--- config.mk ---
export PLATFORM = sky130hd
export DESIGN_NAME = id_exe_skid_stage
export DESIGN_NICKNAME = d
export VERILOG_FILES = /design/src/rtl/id_exe_skid_stage.sv
export SDC_FILE = /design/constraint.sdc
export NUM_CORES = 1
export LEC_CHECK = 0
export BUFFER_PORTS_ARGS = -buffer_cell sky130_fd_sc_hd__buf_2
export CORE_UTILIZATION = 35
export DETAILED_ROUTE_END_ITERATION = 10
export HOLD_SLACK_MARGIN = 0.1
export SYNTH_ARGS = -nofsm -noshare
export SYNTH_HDL_FRONTEND = slang
export SYNTH_SLANG_ARGS = --single-unit
--- constraint.sdc ---
create_clock -name clk -period 2.9 [get_ports clk]
set_input_delay 0.87 -clock clk [delete_from_list [all_inputs] [get_ports clk]]
set_output_delay 0.87 -clock clk [all_outputs]
set_load 0.005 [all_outputs]
--- src/rtl/id_exe_skid_stage.sv ---
// ID->EXE pipeline stage built as a two-entry skid buffer (main + skid slot).
// All outputs and in_ready come from flops; flush turns stored entries into bubbles.
module id_exe_skid_stage #(
    parameter int unsigned    PC_W     = 32,
    parameter int unsigned    CTRL_W   = 16,
    parameter int unsigned    DATA_W   = 32,
    parameter int unsigned    NUM_OPS  = 3,
    parameter logic [PC_W-1:0] RESET_PC = '0
) (
    input  logic                      clk,
    input  logic                      rst,
    input  logic                      flush,
    input  logic                      in_valid,
    output logic                      in_ready,
    input  logic [PC_W-1:0]           in_pc,
    input  logic [CTRL_W-1:0]         in_ctrl,
    input  logic [NUM_OPS*DATA_W-1:0] in_ops,
    output logic                      out_valid,
    input  logic                      out_ready,
    output logic [PC_W-1:0]           out_pc,
    output logic [CTRL_W-1:0]         out_ctrl,
    output logic [NUM_OPS*DATA_W-1:0] out_ops,
    output logic [1:0]                level
);

    localparam int unsigned OPS_W = NUM_OPS * DATA_W;

    // Encoding doubles as the stored-entry count reported on level.
    typedef enum logic [1:0] {
        EMPTY = 2'd0,
        ONE   = 2'd1,
        FULL  = 2'd2
    } state_e;

    state_e            state_q, state_d;
    logic [PC_W-1:0]   m_pc_q, m_pc_d, s_pc_q, s_pc_d;
    logic [CTRL_W-1:0] m_ctrl_q, m_ctrl_d, s_ctrl_q, s_ctrl_d;
    logic [OPS_W-1:0]  m_ops_q, m_ops_d, s_ops_q, s_ops_d;
    logic              out_valid_q, out_valid_d;
    logic              in_ready_q, in_ready_d;
    logic              up_xfer, dn_xfer;

    always_comb begin
        state_d  = state_q;
        m_pc_d   = m_pc_q;
        m_ctrl_d = m_ctrl_q;
        m_ops_d  = m_ops_q;
        s_pc_d   = s_pc_q;
        s_ctrl_d = s_ctrl_q;
        s_ops_d  = s_ops_q;
        up_xfer  = in_valid & in_ready_q;
        dn_xfer  = out_valid_q & out_ready;

        if (flush) begin
            state_d  = EMPTY;
            m_pc_d   = RESET_PC;
            m_ctrl_d = '0;
            m_ops_d  = '0;
            s_pc_d   = RESET_PC;
            s_ctrl_d = '0;
            s_ops_d  = '0;
        end else begin
            case (state_q)
                EMPTY: begin
                    if (up_xfer) begin
                        m_pc_d   = in_pc;
                        m_ctrl_d = in_ctrl;
                        m_ops_d  = in_ops;
                        state_d  = ONE;
                    end
                end
                ONE: begin
                    if (dn_xfer && up_xfer) begin
                        m_pc_d   = in_pc;
                        m_ctrl_d = in_ctrl;
                        m_ops_d  = in_ops;
                    end else if (dn_xfer) begin
                        // Zeroed ctrl keeps the vacated slot a harmless bubble.
                        m_ctrl_d = '0;
                        state_d  = EMPTY;
                    end else if (up_xfer) begin
                        s_pc_d   = in_pc;
                        s_ctrl_d = in_ctrl;
                        s_ops_d  = in_ops;
                        state_d  = FULL;
                    end
                end
                FULL: begin
                    if (dn_xfer) begin
                        m_pc_d   = s_pc_q;
                        m_ctrl_d = s_ctrl_q;
                        m_ops_d  = s_ops_q;
                        s_ctrl_d = '0;
                        state_d  = ONE;
                    end
                end
                default: state_d = EMPTY;
            endcase
        end

        out_valid_d = (state_d != EMPTY);
        in_ready_d  = (state_d != FULL);
    end

    always_ff @(posedge clk) begin
        if (rst) begin
            state_q     <= EMPTY;
            m_pc_q      <= RESET_PC;
            m_ctrl_q    <= '0;
            m_ops_q     <= '0;
            s_pc_q      <= RESET_PC;
            s_ctrl_q    <= '0;
            s_ops_q     <= '0;
            out_valid_q <= 1'b0;
            in_ready_q  <= 1'b1;
        end else begin
            state_q     <= state_d;
            m_pc_q      <= m_pc_d;
            m_ctrl_q    <= m_ctrl_d;
            m_ops_q     <= m_ops_d;
            s_pc_q      <= s_pc_d;
            s_ctrl_q    <= s_ctrl_d;
            s_ops_q     <= s_ops_d;
            out_valid_q <= out_valid_d;
            in_ready_q  <= in_ready_d;
        end
    end

    assign in_ready  = in_ready_q;
    assign out_valid = out_valid_q;
    assign out_pc    = m_pc_q;
    assign out_ctrl  = m_ctrl_q;
    assign out_ops   = m_ops_q;
    assign level     = state_q;

endmodule

# Yosys cells after proc, flatten, opt, wreduce, memory -nomap -nowiden

Index checks and enable logic that the tools add are counted.

Input bits: 149
Flip-flop bits (word level): 292
Word-level logic and storage cells: 56

Equality and inequality tests: 10
Reductions and logical operators: 10
Multiplexer cells: 23
Bitwise operators: 4

Operator list:

| operator                                            | count |
|---|---|
| 2-to-1 mux 96 bit                                   | 3 |
| one-hot mux 96 bit (3 select lines)                 | 1 |
| 2-to-1 mux 16 bit                                   | 6 |
| 2-to-1 mux 32 bit                                   | 3 |
| one-hot mux 32 bit (3 select lines)                 | 1 |
| one-hot mux 16 bit (3 select lines)                 | 1 |
| one-hot mux 16 bit (2 select lines)                 | 1 |
| inequality test 2 bit, second input constant        | 7 |
| 2-to-1 mux 2 bit                                    | 6 |
| AND reduction 4 bit                                 | 3 |
| one-hot mux 2 bit (3 select lines)                  | 1 |
| AND reduction 5 bit                                 | 1 |
| nonzero test 2 bit                                  | 2 |
| inequality test 3 bit, second input constant        | 1 |
| nonzero test 3 bit                                  | 1 |
| AND 1 bit                                           | 2 |
| equality test 2 x 1 -> 1 bit, second input constant | 1 |
| equality test 2 bit, second input constant          | 1 |
| logical NOT 2 bit                                   | 1 |
| NOT 1 bit                                           | 2 |
| OR reduction 2 bit                                  | 1 |
| logical AND 1 bit                                   | 1 |

# Logic depth before layout (Yosys ltp)

Word-level depth: 7
Depth in mapped cells: 9
Depth with buffers taken out: 6

# Worst setup path before layout

OpenSTA, ideal clock, no wires.

Path type: input to register
Start: in in_valid
End: reg m_ctrl_q[10] (netlist: out_ctrl[10])
Setup time: 0.133 ns
Stages: 6
Data required time: 2.767 ns
Arrival time: 2.051 ns
Slack: 0.717 ns
Path through: a21boi_1 or4b_1 clkbuf_1 buf_2 a221oi_1 a21oi_1

Longest elaborated chain between the ends: 4
Elaborated cells on any way between the ends: 7
Those cells by class: eq/ne: 2; mux: 2; bitwise: 1; reduce/logical: 2

Ends and longest elaborated chain:

| item                                                                                        | RTL line | RTL |
|---|---|---|
| start: declaration                                                                          | 13       | `input logic in_valid,` |
| AND 1 bit (*)                                                                               | 51       | `up_xfer = in_valid & in_ready_q;` |
| logical AND 1 bit                                                                           | 73       | `if (dn_xfer && up_xfer) begin` |
| inequality test 3 bit (no source line) or 2-to-1 mux 16 bit (tied branches)                 | n/a      |  |
| AND reduction 4 bit (no source line) or one-hot mux 16 bit (3 select lines) (tied branches) | n/a      |  |
| end signal: assignment                                                                      | 119      | `m_ctrl_q <= m_ctrl_d;` |
| end: declaration                                                                            | 37       | `logic [CTRL_W-1:0] m_ctrl_q, m_ctrl_d, s_ctrl_q, s_ctrl_d;` |

Every way passes the cells marked *; elsewhere a longest branch is shown, timed or not.
A chain may end at the register's enable or synchronous reset.

# Worst setup path after layout

Start: reg state_q[0] (netlist: level[0])
End: reg m_ctrl_q[14] (netlist: out_ctrl[14])

Longest elaborated chain between the ends: 3
Elaborated cells on any way between the ends: 9
Those cells by class: eq/ne: 5; mux: 1; reduce/logical: 3

Ends and longest elaborated chain:

| item                                                           | RTL line | RTL |
|---|---|---|
| start: declaration                                             | 35       | `state_e state_q, state_d;` |
| start signal: assignment                                       | 117      | `state_q <= state_d;` |
| equality test 2 x 1 -> 1 bit (tied with other cells)           | 63       | `case (state_q)` |
| inequality test 3 bit (no source line) (tied with other cells) | n/a      |  |
| AND reduction 4 bit (no source line)                           | n/a      |  |

Parallel ways exist; a longest one is shown, timed or not.

==> results.md <==
* Status: finished, final reports clean
* Required @ worst endpoint at about 3300 ps
* Pwr Density at 641 nW/um^2
* Post-CTS Resized at 0
* Worst Hold End: s_ops_q[54]$_SDFFE_PP0P_
* Post-Syn Instances at approximately 1,300
* Worst slew pin tran at between 900 and 1000 ps
* Synth Register Bits at ~290
* TritonCTS clock tree: yes
* Core region area at approximately 32,000 sq um
* Post-Route Setup TNS at 0 ps
* Drt wl/cell at 15.2 um
* Slew Limit Headroom at 0.389
* Synth top area cells: dfxtp_1, mux2i_1, nand2_1
* Post-synth top area cell: dfxtp_1
* Largest net degree at the start of global routing at 133
* Min cycle time layout at between 2000 and 2500 ps
* Filler cells at between 3,000 and 4,000
* Maximum fanout along the worst path at 16
* Total grt overflow at 0
* DRC violations left at 0
* Maximum Capacitance Violations at 0
* Worst hold path type: flip-flop to flip-flop
* Setup Skew at approximately 9.4 ps
* Dpl cell area at 13,400 sq um
* Deepest clock path buffer count at 3
* Die Ht at 183 um
* First-pass GRT wire length at about 49,000 um
* Hold-fix buffers, CTS at 0
* Iter 0 DRT Violations at approximately 560
* Vias/cell at 4.88
* DRT antenna net count at 0
* GR Util All Layers at 0.178
* CTS buffer count at 34
* FF-to-FF End: out_ctrl[14]$_SDFFE_PP0P_
* Worst IR Drop VDD at around 0.55 mV
* Final Instance Area at approximately 15,000 sq um
* CP endpoint kind: flip-flop
* Worst Reg-to-Reg Cells at 6
* Synth top area share at 0.510
* Number of I/O pins at between 200 and 300
* FF-to-FF Start: level[0]$_SDFF_PP0_
* Vias in the first global route at approximately 9,000
* Initial antenna violation count at 7
* Min-delay src: s_ops_q[54]$_SDFFE_PP0P_
* CTS H-tree depth at 2
* WS Path Type: flip-flop to flip-flop
* Mapped Nets at about 1,500
* Nets@finish at between 1,500 and 2,000
* TritonRoute pass-1 iters at 4
* Register Area at between 5000 and 6000 sq um
* Cell chosen for the clock root: clkbuf_16
* Hpwl dp at roughly 20,000 um
* Leakage at 0.00557 uW
* Area growth, synth to finish at 27.3%
* Mapped Area at around 11,000 sq um
* Die area at between 30,000 and 40,000 sq um
* Slew Limit Fails at 0
* TritonCTS Sinks at roughly 300
* Via count at between 9,000 and 10,000
* Layout cells sized above 1 at 0.244
* Row cnt at 65
* GP Congestion at between 0.8 and 0.9
* R2R setup slack at roughly 480 ps
* Setup-failing EPs final at 0
* Unrepaired setup endpoints after global routing: no
* Post-CTS setup buffer count at 0
* DIE WIDTH at between 150 and 200 um
* Clock latency on the worst-skew pair at about 490 ps
* Final Non-Filler Cells at between 2,000 and 2,500
* Final Hold Viols at 0
* Starting Density at 0.359
* Seq/Total Area, Yosys at 0.510
* Count of different cell masters after synthesis at 30
* Inst Count DP at approximately 2,000
* Crit path launch type: flip-flop
* Clock slew at reported path FFs at ~60 ps
* Yosys warning total at 0
* Post-route clock period utilization at 0.836
* Fmax at a little over 400 MHz
* Area occupied by multi-input gates at roughly 5200 sq um
* Hold path depth at 2
* Overall routed net length at around 30,000 um
* Avg Cell Area, Syn at between 8 and 9 sq um
* I/O Buffers at about 300
* Final Power at a little over 9000 uW
* Worst Path Arrival at roughly 2800 ps
-- cell usage in the layout, fill, tap and decap left out, types with 2 or more instances in the layout --
cell type	netlist	final
buf_2	27	296
dfxtp_1	292	292
nand2_1	291	291
a21oi_1	162	162
nor2_1	132	131
mux2i_1	128	128
a211oi_1	128	128
clkbuf_16	0	37
a221oi_1	16	16
nand3b_1	16	16
buf_12	0	14
buf_4	3	13
clkbuf_8	0	9
diode_2	0	5
clkbuf_1	78	5
clkinv_2	0	5
inv_1	4	4
nand3_1	3	3
o21ai_0	3	3
ha_1	4	3
clkinvlp_4	0	3
and2_1	2	2
nand4_1	2	2
a21boi_1	2	2
a31oi_1	2	2
-- layer usage --
layer / vias up / routed length, um / track usage
li1: 5042 / - / -
met4: 4 / 610 / 0.0567
met3: 47 / 1790 / 0.0463
met2: 217 / 13700 / 0.271
met5: - / 22 / 0
met1: 4552 / 14600 / 0.245
-- synth_stat cells (all sizes together) --
cell	number
dfxtp	292
nand2	291
a21oi	162
nor2	132
a211oi	128
mux2i	128
clkbuf	78
buf	34
a221oi	16
nand3b	16
ha	4
inv	4
o21ai	4
nand3	3
a21boi	2
a31oi	2
and2	2
nand4	2
a2111oi	1
a211o	1
a21bo	1
nand2b	1
nor3	1
o21bai	1
or2	1
or4b	1
xnor2	1
-- power breakdown --
group,switching [uW],internal (uW)
Sequential,69.9,4140
Combinational,504,361
Clock,1640,2630
Total,2220,7140
-- state kept, by name, summed over array words and instances, names as in the netlist --
register / cells
out_ops: 96
s_ops_q: 96
out_pc: 32
s_pc_q: 32
out_ctrl: 16
s_ctrl_q: 16
level: 2
in_ready: 1
out_valid: 1
-- metrics by stage --
stage | utilization | setup WS [ps] | hold slack (ps)
global route | 0.457 | 286 | 464
finish | 0.458 | 476 | 452
global placement | 0.421 | 319 | 439
floorplan | - | 717 | 436
detailed placement | 0.421 | 271 | 446
CTS | 0.457 | 499 | 453
-- cell type report --
| type | count | area share |
|---|---|---|
| Antenna cell | 5 | 0.000858 |
| Clock buffer | 51 | 0.0733 |
| Clock inverter | 9 | 0.00532 |
| Inverter | 4 | 0.00103 |
| Multi-Input combinational cell | 901 | 0.354 |
| Sequential cell | 292 | 0.401 |
| Tap cell | 435 | 0.0373 |
| Timing Repair Buffer | 323 | 0.127 |
-- logic make-up after synthesis --
kind of cell               Yosys count  share of synthesized area
and+or+nand+nor                    450                      0.155
adders and majority gates            4                    0.00437
DFF                                292                      0.510
buffers and inverters              116                     0.0419
xor gates and xnor gates             1                   0.000765
muxes                              128                      0.112
AOI/OAI and AO/OA                  318                      0.176
-- worst max path at each step --
| stage | endpoint | start | depth (start not counted) |
|---|---|---|---|
| after floorplan | out_ctrl[10]$_SDFFE_PP0P_ | in_valid | 6 |
| after global placement | out_pc[4]$_SDFFE_PP0P_ | out_ready | 7 |
| after detailed placement | out_ops[28]$_SDFFE_PP0P_ | out_ready | 7 |
| after CTS | out_ctrl[14]$_SDFFE_PP0P_ | level[0]$_SDFF_PP0_ | 6 |
| after global routing | out_ops[33]$_SDFFE_PP0P_ | level[0]$_SDFF_PP0_ | 8 |
| final | out_ctrl[14]$_SDFFE_PP0P_ | level[0]$_SDFF_PP0_ | 6 |
-- critical path, stage by stage (launching register included) --
cell      delay (ps)
dfxtp_1          480
inv_1            140
ha_1             260
a21boi_1         190
or4b_1           770
a221oi_1         380
a21oi_1           70
Note: power is estimated with default switching activity, not from simulation.
